File: config.mk
export PLATFORM = sky130hd
export DESIGN_NAME = tri_fetch_stream
export DESIGN_NICKNAME = d
export VERILOG_FILES = /design/src/rtl/tri_fetch_stream.sv
export SDC_FILE = /design/constraint.sdc
export NUM_CORES = 1
export LEC_CHECK = 0
export CAP_MARGIN = 30
export CORE_AREA = 2 2 232 234
export DETAILED_ROUTE_END_ITERATION = 8
export DIE_AREA = 0 0 234 236
export SKIP_CTS_REPAIR_TIMING = 1
export SYNTH_ARGS = -nofsm -noshare
export SYNTH_HDL_FRONTEND = slang
export SYNTH_SLANG_ARGS = --single-unit
File: constraint.sdc
create_clock -name clk_in -period 1.7 [get_ports clk_in]
set_input_delay 0.17 -clock clk_in [delete_from_list [all_inputs] [get_ports clk_in]]
set_output_delay 0.17 -clock clk_in [all_outputs]
set_load 0.01 [all_outputs]
File: src/rtl/tri_fetch_stream.sv
// tri_fetch_stream: walks a facet range of an indexed mesh and streams one
// homogeneous triangle per facet to the transform stage.
// Ports:
//   clk_in, rst_in            clock, synchronous active-high reset
//   start_in                  run request (first_facet_in, facet_count_in)
//   facet_addr_out/_data_in   facet ROM: address out, {f1,f2,f3} back
//   vertex_addr_out/_data_in  vertex ROM: address out, {x,y,z} back
//   tri_out, valid_out, ready_in  triangle stream (v0 in the LSBs)
//   busy_out, obj_done_out, err_out  run status, end pulse, sticky bad index
module tri_fetch_stream #(
    parameter int NUM_FACETS   = 12,
    parameter int NUM_VERTICES = 8,
    parameter int COORD_WIDTH  = 32,
    parameter int IDX_WIDTH    = 16,
    parameter int ROM_LATENCY  = 2,
    parameter logic [COORD_WIDTH-1:0] W_ONE = COORD_WIDTH'(32'h0001_0000)
) (
    input  logic                      clk_in,
    input  logic                      rst_in,
    input  logic                      start_in,
    input  logic [IDX_WIDTH-1:0]      first_facet_in,
    input  logic [IDX_WIDTH-1:0]      facet_count_in,
    output logic [IDX_WIDTH-1:0]      facet_addr_out,
    input  logic [3*IDX_WIDTH-1:0]    facet_data_in,
    output logic [IDX_WIDTH-1:0]      vertex_addr_out,
    input  logic [3*COORD_WIDTH-1:0]  vertex_data_in,
    output logic [12*COORD_WIDTH-1:0] tri_out,
    output logic                      valid_out,
    input  logic                      ready_in,
    output logic                      busy_out,
    output logic                      obj_done_out,
    output logic                      err_out
);
    localparam int WW = $clog2(ROM_LATENCY + 1);
    localparam int VW = 4 * COORD_WIDTH;
    localparam logic [WW-1:0]        LAT    = WW'(ROM_LATENCY);
    localparam logic [IDX_WIDTH-1:0] NV     = IDX_WIDTH'(NUM_VERTICES);
    localparam logic [IDX_WIDTH-1:0] F_LAST = IDX_WIDTH'(NUM_FACETS - 1);
    localparam logic [IDX_WIDTH-1:0] ONE    = IDX_WIDTH'(1);

    typedef enum logic [2:0] {
        S_IDLE, S_FETCH_F, S_FETCH_V0, S_FETCH_V1, S_FETCH_V2, S_OUT
    } state_t;

    state_t                    state_q, state_d;
    logic [WW-1:0]             wait_q, wait_d;
    logic [IDX_WIDTH-1:0]      facet_addr_q, facet_addr_d;
    logic [IDX_WIDTH-1:0]      remain_q, remain_d;
    logic [IDX_WIDTH-1:0]      vertex_addr_q, vertex_addr_d;
    logic [IDX_WIDTH-1:0]      f2_q, f2_d;
    logic [IDX_WIDTH-1:0]      f3_q, f3_d;
    logic [12*COORD_WIDTH-1:0] tri_q, tri_d;
    logic                      valid_q, valid_d;
    logic                      busy_q, busy_d;
    logic                      done_q, done_d;
    logic                      err_q, err_d;

    // Vertex being captured; an out-of-range index never trusts ROM data.
    logic          bad_idx;
    logic [VW-1:0] vtx;

    always_comb begin
        bad_idx = (vertex_addr_q >= NV);
        vtx = bad_idx ? {{(3*COORD_WIDTH){1'b0}}, W_ONE}
                      : {vertex_data_in, W_ONE};
    end

    always_comb begin
        state_d       = state_q;
        wait_d        = wait_q;
        facet_addr_d  = facet_addr_q;
        remain_d      = remain_q;
        vertex_addr_d = vertex_addr_q;
        f2_d          = f2_q;
        f3_d          = f3_q;
        tri_d         = tri_q;
        valid_d       = valid_q;
        busy_d        = busy_q;
        done_d        = 1'b0;
        err_d         = err_q;
        unique case (state_q)
            S_IDLE: begin
                if (start_in) begin
                    if (facet_count_in != '0) begin
                        facet_addr_d = first_facet_in;
                        remain_d     = facet_count_in;
                        busy_d       = 1'b1;
                        wait_d       = LAT;
                        state_d      = S_FETCH_F;
                    end else begin
                        done_d = 1'b1;
                    end
                end
            end
            S_FETCH_F: begin
                if (wait_q != '0) begin
                    wait_d = wait_q - 1'b1;
                end else begin
                    vertex_addr_d = facet_data_in[3*IDX_WIDTH-1 -: IDX_WIDTH];
                    f2_d          = facet_data_in[2*IDX_WIDTH-1 -: IDX_WIDTH];
                    f3_d          = facet_data_in[IDX_WIDTH-1:0];
                    wait_d        = LAT;
                    state_d       = S_FETCH_V0;
                end
            end
            S_FETCH_V0, S_FETCH_V1, S_FETCH_V2: begin
                if (wait_q != '0) begin
                    wait_d = wait_q - 1'b1;
                end else begin
                    err_d  = err_q | bad_idx;
                    wait_d = LAT;
                    if (state_q == S_FETCH_V0) begin
                        tri_d[0 +: VW] = vtx;
                        vertex_addr_d  = f2_q;
                        state_d        = S_FETCH_V1;
                    end else if (state_q == S_FETCH_V1) begin
                        tri_d[VW +: VW] = vtx;
                        vertex_addr_d   = f3_q;
                        state_d         = S_FETCH_V2;
                    end else begin
                        tri_d[2*VW +: VW] = vtx;
                        valid_d           = 1'b1;
                        state_d           = S_OUT;
                    end
                end
            end
            S_OUT: begin
                if (ready_in) begin
                    valid_d = 1'b0;
                    if (remain_q == ONE) begin
                        busy_d  = 1'b0;
                        done_d  = 1'b1;
                        state_d = S_IDLE;
                    end else begin
                        remain_d     = remain_q - 1'b1;
                        facet_addr_d = (facet_addr_q >= F_LAST) ? '0
                                       : facet_addr_q + 1'b1;
                        wait_d       = LAT;
                        state_d      = S_FETCH_F;
                    end
                end
            end
            default: state_d = S_IDLE;
        endcase
    end

    always_ff @(posedge clk_in) begin
        if (rst_in) begin
            state_q       <= S_IDLE;
            wait_q        <= '0;
            facet_addr_q  <= '0;
            remain_q      <= '0;
            vertex_addr_q <= '0;
            f2_q          <= '0;
            f3_q          <= '0;
            tri_q         <= '0;
            valid_q       <= 1'b0;
            busy_q        <= 1'b0;
            done_q        <= 1'b0;
            err_q         <= 1'b0;
        end else begin
            state_q       <= state_d;
            wait_q        <= wait_d;
            facet_addr_q  <= facet_addr_d;
            remain_q      <= remain_d;
            vertex_addr_q <= vertex_addr_d;
            f2_q          <= f2_d;
            f3_q          <= f3_d;
            tri_q         <= tri_d;
            valid_q       <= valid_d;
            busy_q        <= busy_d;
            done_q        <= done_d;
            err_q         <= err_d;
        end
    end

    assign facet_addr_out  = facet_addr_q;
    assign vertex_addr_out = vertex_addr_q;
    assign tri_out         = tri_q;
    assign valid_out       = valid_q;
    assign busy_out        = busy_q;
    assign obj_done_out    = done_q;
    assign err_out         = err_q;
endmodule

; Word-level counts from Yosys, hierarchy flattened
; Index checks and enable logic that the tools add are counted.
[op_classes]
add_sub_neg = 3
magnitude_cmp = 2
eq_ne = 16
muxes = 47
bitwise = 4
reduce_logical = 20
[ops]
columns = cell, count
row1 = $mux W16, 13
row2 = $mux W128, 1
row3 = $pmux W16 S2, 3
row4 = $ge A16 B4 Y1 const B, 2
row5 = $reduce_and A5 Y1, 5
row6 = $mux W3, 6
row7 = $ne A2 B2 Y1 const B, 9
row8 = $add A16 B1 Y16 const B, 1
row9 = $eq A16 B1 Y1 const B, 1
row10 = $reduce_bool A16 Y1, 1
row11 = $sub A16 B1 Y16 const B, 1
row12 = $mux W1, 14
row13 = $pmux W3 S4, 1
row14 = $reduce_and A4 Y1, 3
row15 = $mux W2, 5
row16 = $reduce_bool A2 Y1, 4
row17 = $eq A3 B2 Y1 const B, 2
row18 = $eq A3 B3 Y1 const B, 2
row19 = $pmux W1 S2, 3
row20 = $pmux W2 S3, 1
row21 = $reduce_and A2 Y1, 2
row22 = $reduce_or A4 Y1, 1
row23 = $eq A3 B1 Y1 const B, 1
row24 = $logic_not A3 Y1, 1
row25 = other kinds (7), 9
[word_totals]
ff_bits = 473
input_bits = 180
output_inout_bits = 420
word_cells = 106

; Logic depth before layout (Yosys ltp)
[depth]
depth_word = 5
mapped_depth = 11
depth_no_buf = 7

; Worst setup path before layout
; Ideal clock, no wire load.
[synth_timing]
path_kind = flip-flop to flip-flop
from = reg wait_q[0]
to = reg tri_q[216], in the netlist tri_out[216]
setup_time_ns = 0.070
t_arrival_ns = 1.697
required_time_ns = 1.630
setup_slack_ns = -0.067
stages_incl_launch_ff = 11
path_buffers = 3
synth_period_minus_slack_ns = 1.767
cell_sequence = dfxtp_1 > inv_1 > ha_1 > buf_2 > inv_1 > nor2_1 > nand3_1 > buf_2 > clkbuf_1 > nand2_1 > a21oi_1
[synth_between]
elab_chain_len = 3
[synth_rtl]
columns = item, line_no
row1 = start: declaration, 46  ; logic [WW-1:0] wait_q, wait_d;
row2 = start signal: assignment, 163  ; wait_q <= wait_d;
row3 = $reduce_bool A2 Y1, 107  ; if (wait_q != '0) begin
row4 = $not A1 Y1 (no source line), --
row5 = $reduce_and A4 Y1 (no source line), --
row6 = end signal: assignment, 169  ; tri_q <= tri_d;
row7 = end: declaration, 52  ; logic [12*COORD_WIDTH-1:0] tri_q, tri_d;
; No other way between the ends.
; A chain may end at the register's enable or synchronous reset.

; Worst setup path after layout
[layout_timing]
from = reg vertex_addr_q[3], in the netlist vertex_addr_out[3]
to = reg tri_q[188], in the netlist tri_out[188]
[layout_between]
elab_chain_len = 2
[layout_rtl]
columns = item, line_no
row1 = start: declaration, 49  ; logic [IDX_WIDTH-1:0] vertex_addr_q, vertex_addr_d;
row2 = start signal: assignment, 166  ; vertex_addr_q <= vertex_addr_d;
row3 = $ge A16 B4 Y1, 63  ; bad_idx = (vertex_addr_q >= NV);
row4 = $mux W128, 64  ; vtx = bad_idx ? {{(3*COORD_WIDTH){1'b0}}, W_ONE}
; No other way between the ends.

==> qor.yml <==
run_status:
  status: "finished, violations left"
  failed_checks: "hold timing, setup timing"
flow_run:
  maxCapViolCount: 0
logic_synthesis:
  postSynth.asyncResetShare: 0
  avgSynthCellArea_um2: 7.95
  synth_edf_count: 0
  yosys_warnings: 0
  synth-seq-area-share: 0.489
  synth_area_mm2: 0.0155
  synthCells: 1957
  synth-seq-cells: 380
  ys_types: 66
  synth-main-ff-cell: "dfxtp_1"
floorplanning:
  row_count: 85
  coreArea_mm2: 0.0531
  ioPinCount: 600
  dieHeight_um: 236
  start_util: 0.293
  dieArea_mm2: 0.0552
  die_w_um: 234
grt:
  grt_usage: 0.195
  antenna_found_initial: 1
  grt_max_degree: 119
  grt_pass1_wl_um: 85500
  overflow: 0
  grt_pass1_vias: 15100
setup_path:
  cp_data_arrival_time_ps: 2280
  setup.worst_path.start_class: "register"
  required_ps: 2180
  endpoint_kind: "register"
  worstSetupPathType: "reg -> reg"
  worstRegToRegCells: 7
  path_max_fanout: 8
placed_design:
  place.gp.congestion: 0.885
  hpwl_um: 40100
  io_buffers: 506
final_layout:
  nNetsFinal: 2740
  n_fill_cell: 4910
  areaGrowthSynthToFinish_pct: 69.2
  final_util: 0.496
  multiInputGateArea_mm2: 0.00821
  regArea_mm2: 0.00764
  drive_above_1_share: 0.206
timing:
  tightest_slew_ps: 713
  finalClockSkew_ps: 33.0
  worst_hold_slack_ps: -52.6
  slew_headroom: 0.525
  fmax_mhz: 555
  slew_violations: 0
  rsz0062_at_grt: "yes"
  hold_violations: 16
  period_share: 1.06
  setup_viol: 131
  fin_crit_ps: 1800
  setup_tns_ps: -4290
  setup_slack_ps: -102
pwr:
  netSwitchingFraction: 0.392
  p_switching_mw: 17.8
  leakage_nw: 9.07
  p_per_area_mw_per_mm2: 1730
  p_int_mw: 27.6
  sequentialPowerShare: 0.234
  pwr-share-clk: 0.200
  power_mw: 45.4
  vdd_drop_max_v: 0.00101
  combPwrFrac: 0.566
route:
  antenna_left: 0
  drtIter0Drc: 1062
  vias_per_cell: 5.07
  dr.pass1.iters: 6
  drc: 0
  vias: 16600
  wirelength_um: 66000
  wl_per_cell_um: 20.1
worst_hold_path:
  min_path_type: "in -> reg"
  min_path_cells: 2
clock_tree:
  cts_made_buffers: 43
  clkTransAtPathRegs_ps: 60
  clk_latency_ps: 560
  htreeDepth: 2
  cts_buffer_depth: 3
  cts_sinks: 380
  cts-root-buf: "clkbuf_16"
  cts_tree: "done"
Yosys cell counts (11+ instances only):
library cell  count  share of area
o211ai_1         17         0.0082
mux2i_1          17          0.011
nor2_1           22         0.0053
nand2_1         421           0.10
a31oi_1          11         0.0044
buf_4            97          0.047
a21oi_1         361           0.12
nor3_1           11         0.0035
dfxtp_1         380           0.49
a211oi_1         13         0.0063
nand3_1         307          0.099
buf_1            12         0.0029
buf_2            51          0.016
o21ai_0          25         0.0080
clkbuf_1         99          0.024
cells in the final DEF, fill, tap and decap left out, types with 19 or more instances in the layout:
| cell type | synthesis | routed |
|---|---|---|
| buf_6 | 1 | 27 |
| nand2_1 | 421 | 419 |
| clkdlybuf4s50_1 | 0 | 491 |
| dfxtp_1 | 380 | 362 |
| a21oi_1 | 361 | 267 |
| nand3_2 | 0 | 32 |
| buf_12 | 0 | 39 |
| a21oi_2 | 0 | 94 |
| nor2_1 | 22 | 19 |
| clkbuf_16 | 0 | 76 |
| nand3_1 | 307 | 236 |
| nand3_4 | 0 | 39 |
| buf_4 | 97 | 94 |
| conb_1 | 1 | 93 |
final timing paths:
path                                         start            to  slack (ps)
worst max register to register  vertex_addr_out[3]  tri_out[188]        -100
worst min-delay path                        rst_in   remain_q[7]         -50
worst max-delay path            vertex_addr_out[3]  tri_out[188]        -100
worst min register to register        tri_out[346]  tri_out[346]         450
worst max-delay path: stages, from the launching register on:
cell       delay [ps]
dfxtp_2           330
nor4_2            270
and4_4            390
buf_12            150
clkbuf_16         180
clkbuf_16         170
nand3_4            70
a21oi_2           150
kinds of logic (layout without fill, tap and decap cells):
family / after synthesis / in the layout / share of synthesized area
and+or+nand+nor: 808 / 808 / 0.233
AOI/OAI and AO/OA: 469 / 469 / 0.165
DFF: 380 / 380 / 0.489
buffers and inverters: 273 / 809 / 0.0947
muxes: 19 / 19 / 0.0124
adders and majority gates: 5 / 5 / 0.00402
xor gates and xnor gates: 2 / 2 / 0.00113
other: 1 / 94 / 0.000241
metal layers:
metal | GRT usage | part of all wire | vias to the layer above
met5 | 0 | 0 | -
met4 | 0.0652 | 0.034 | 0
met3 | 0.0490 | 0.079 | 133
met2 | 0.331 | 0.48 | 713
met1 | 0.239 | 0.41 | 7993
li1 | - | - | 7790
registers in the layout (all words and copies together) (netlist names):
signal / cells
obj_done_out: 1
facet_addr_out: 16
busy_out: 1
tri_out: 291
f2_q: 16
f3_q: 16
wait_q: 2
vertex_addr_out: 16
err_out: 1
state_q: 3
valid_out: 1
remain_q: 16
power groups by stage:
stage / combinational (mW) / clock, mW / sequential [mW]
3_3_place_gp: 14.4 / 0 / 10.7
5_1_grt: 26.9 / 9.64 / 10.7
2_1_floorplan: 7.36 / 0 / 10.9
4_1_cts: 14.5 / 9.23 / 10.5
3_5_place_dp: 14.4 / 0 / 10.7
6_report: 25.7 / 9.09 / 10.6
through the flow:
stage / worst slack [ps] / cells / area, um2
detailed placement: -609 / 3126 / 21900
floorplan: -20.9 / 2049 / 15900
finish: -102 / 3282 / 26300
CTS: -338 / 3201 / 23200
global placement: -550 / 3126 / 21900
global route: -235 / 3282 / 26300
area by class of cell:
class,count,area share
clock buffer,60,0.0460
inverter,11,0.00157
multi-input combinational,1396,0.312
sequential,380,0.290
antenna,1,0.0000951
clock inverter,15,0.00533
tap,696,0.0331
timing repair buffer,723,0.312
Power figures use the tool's default switching activity.
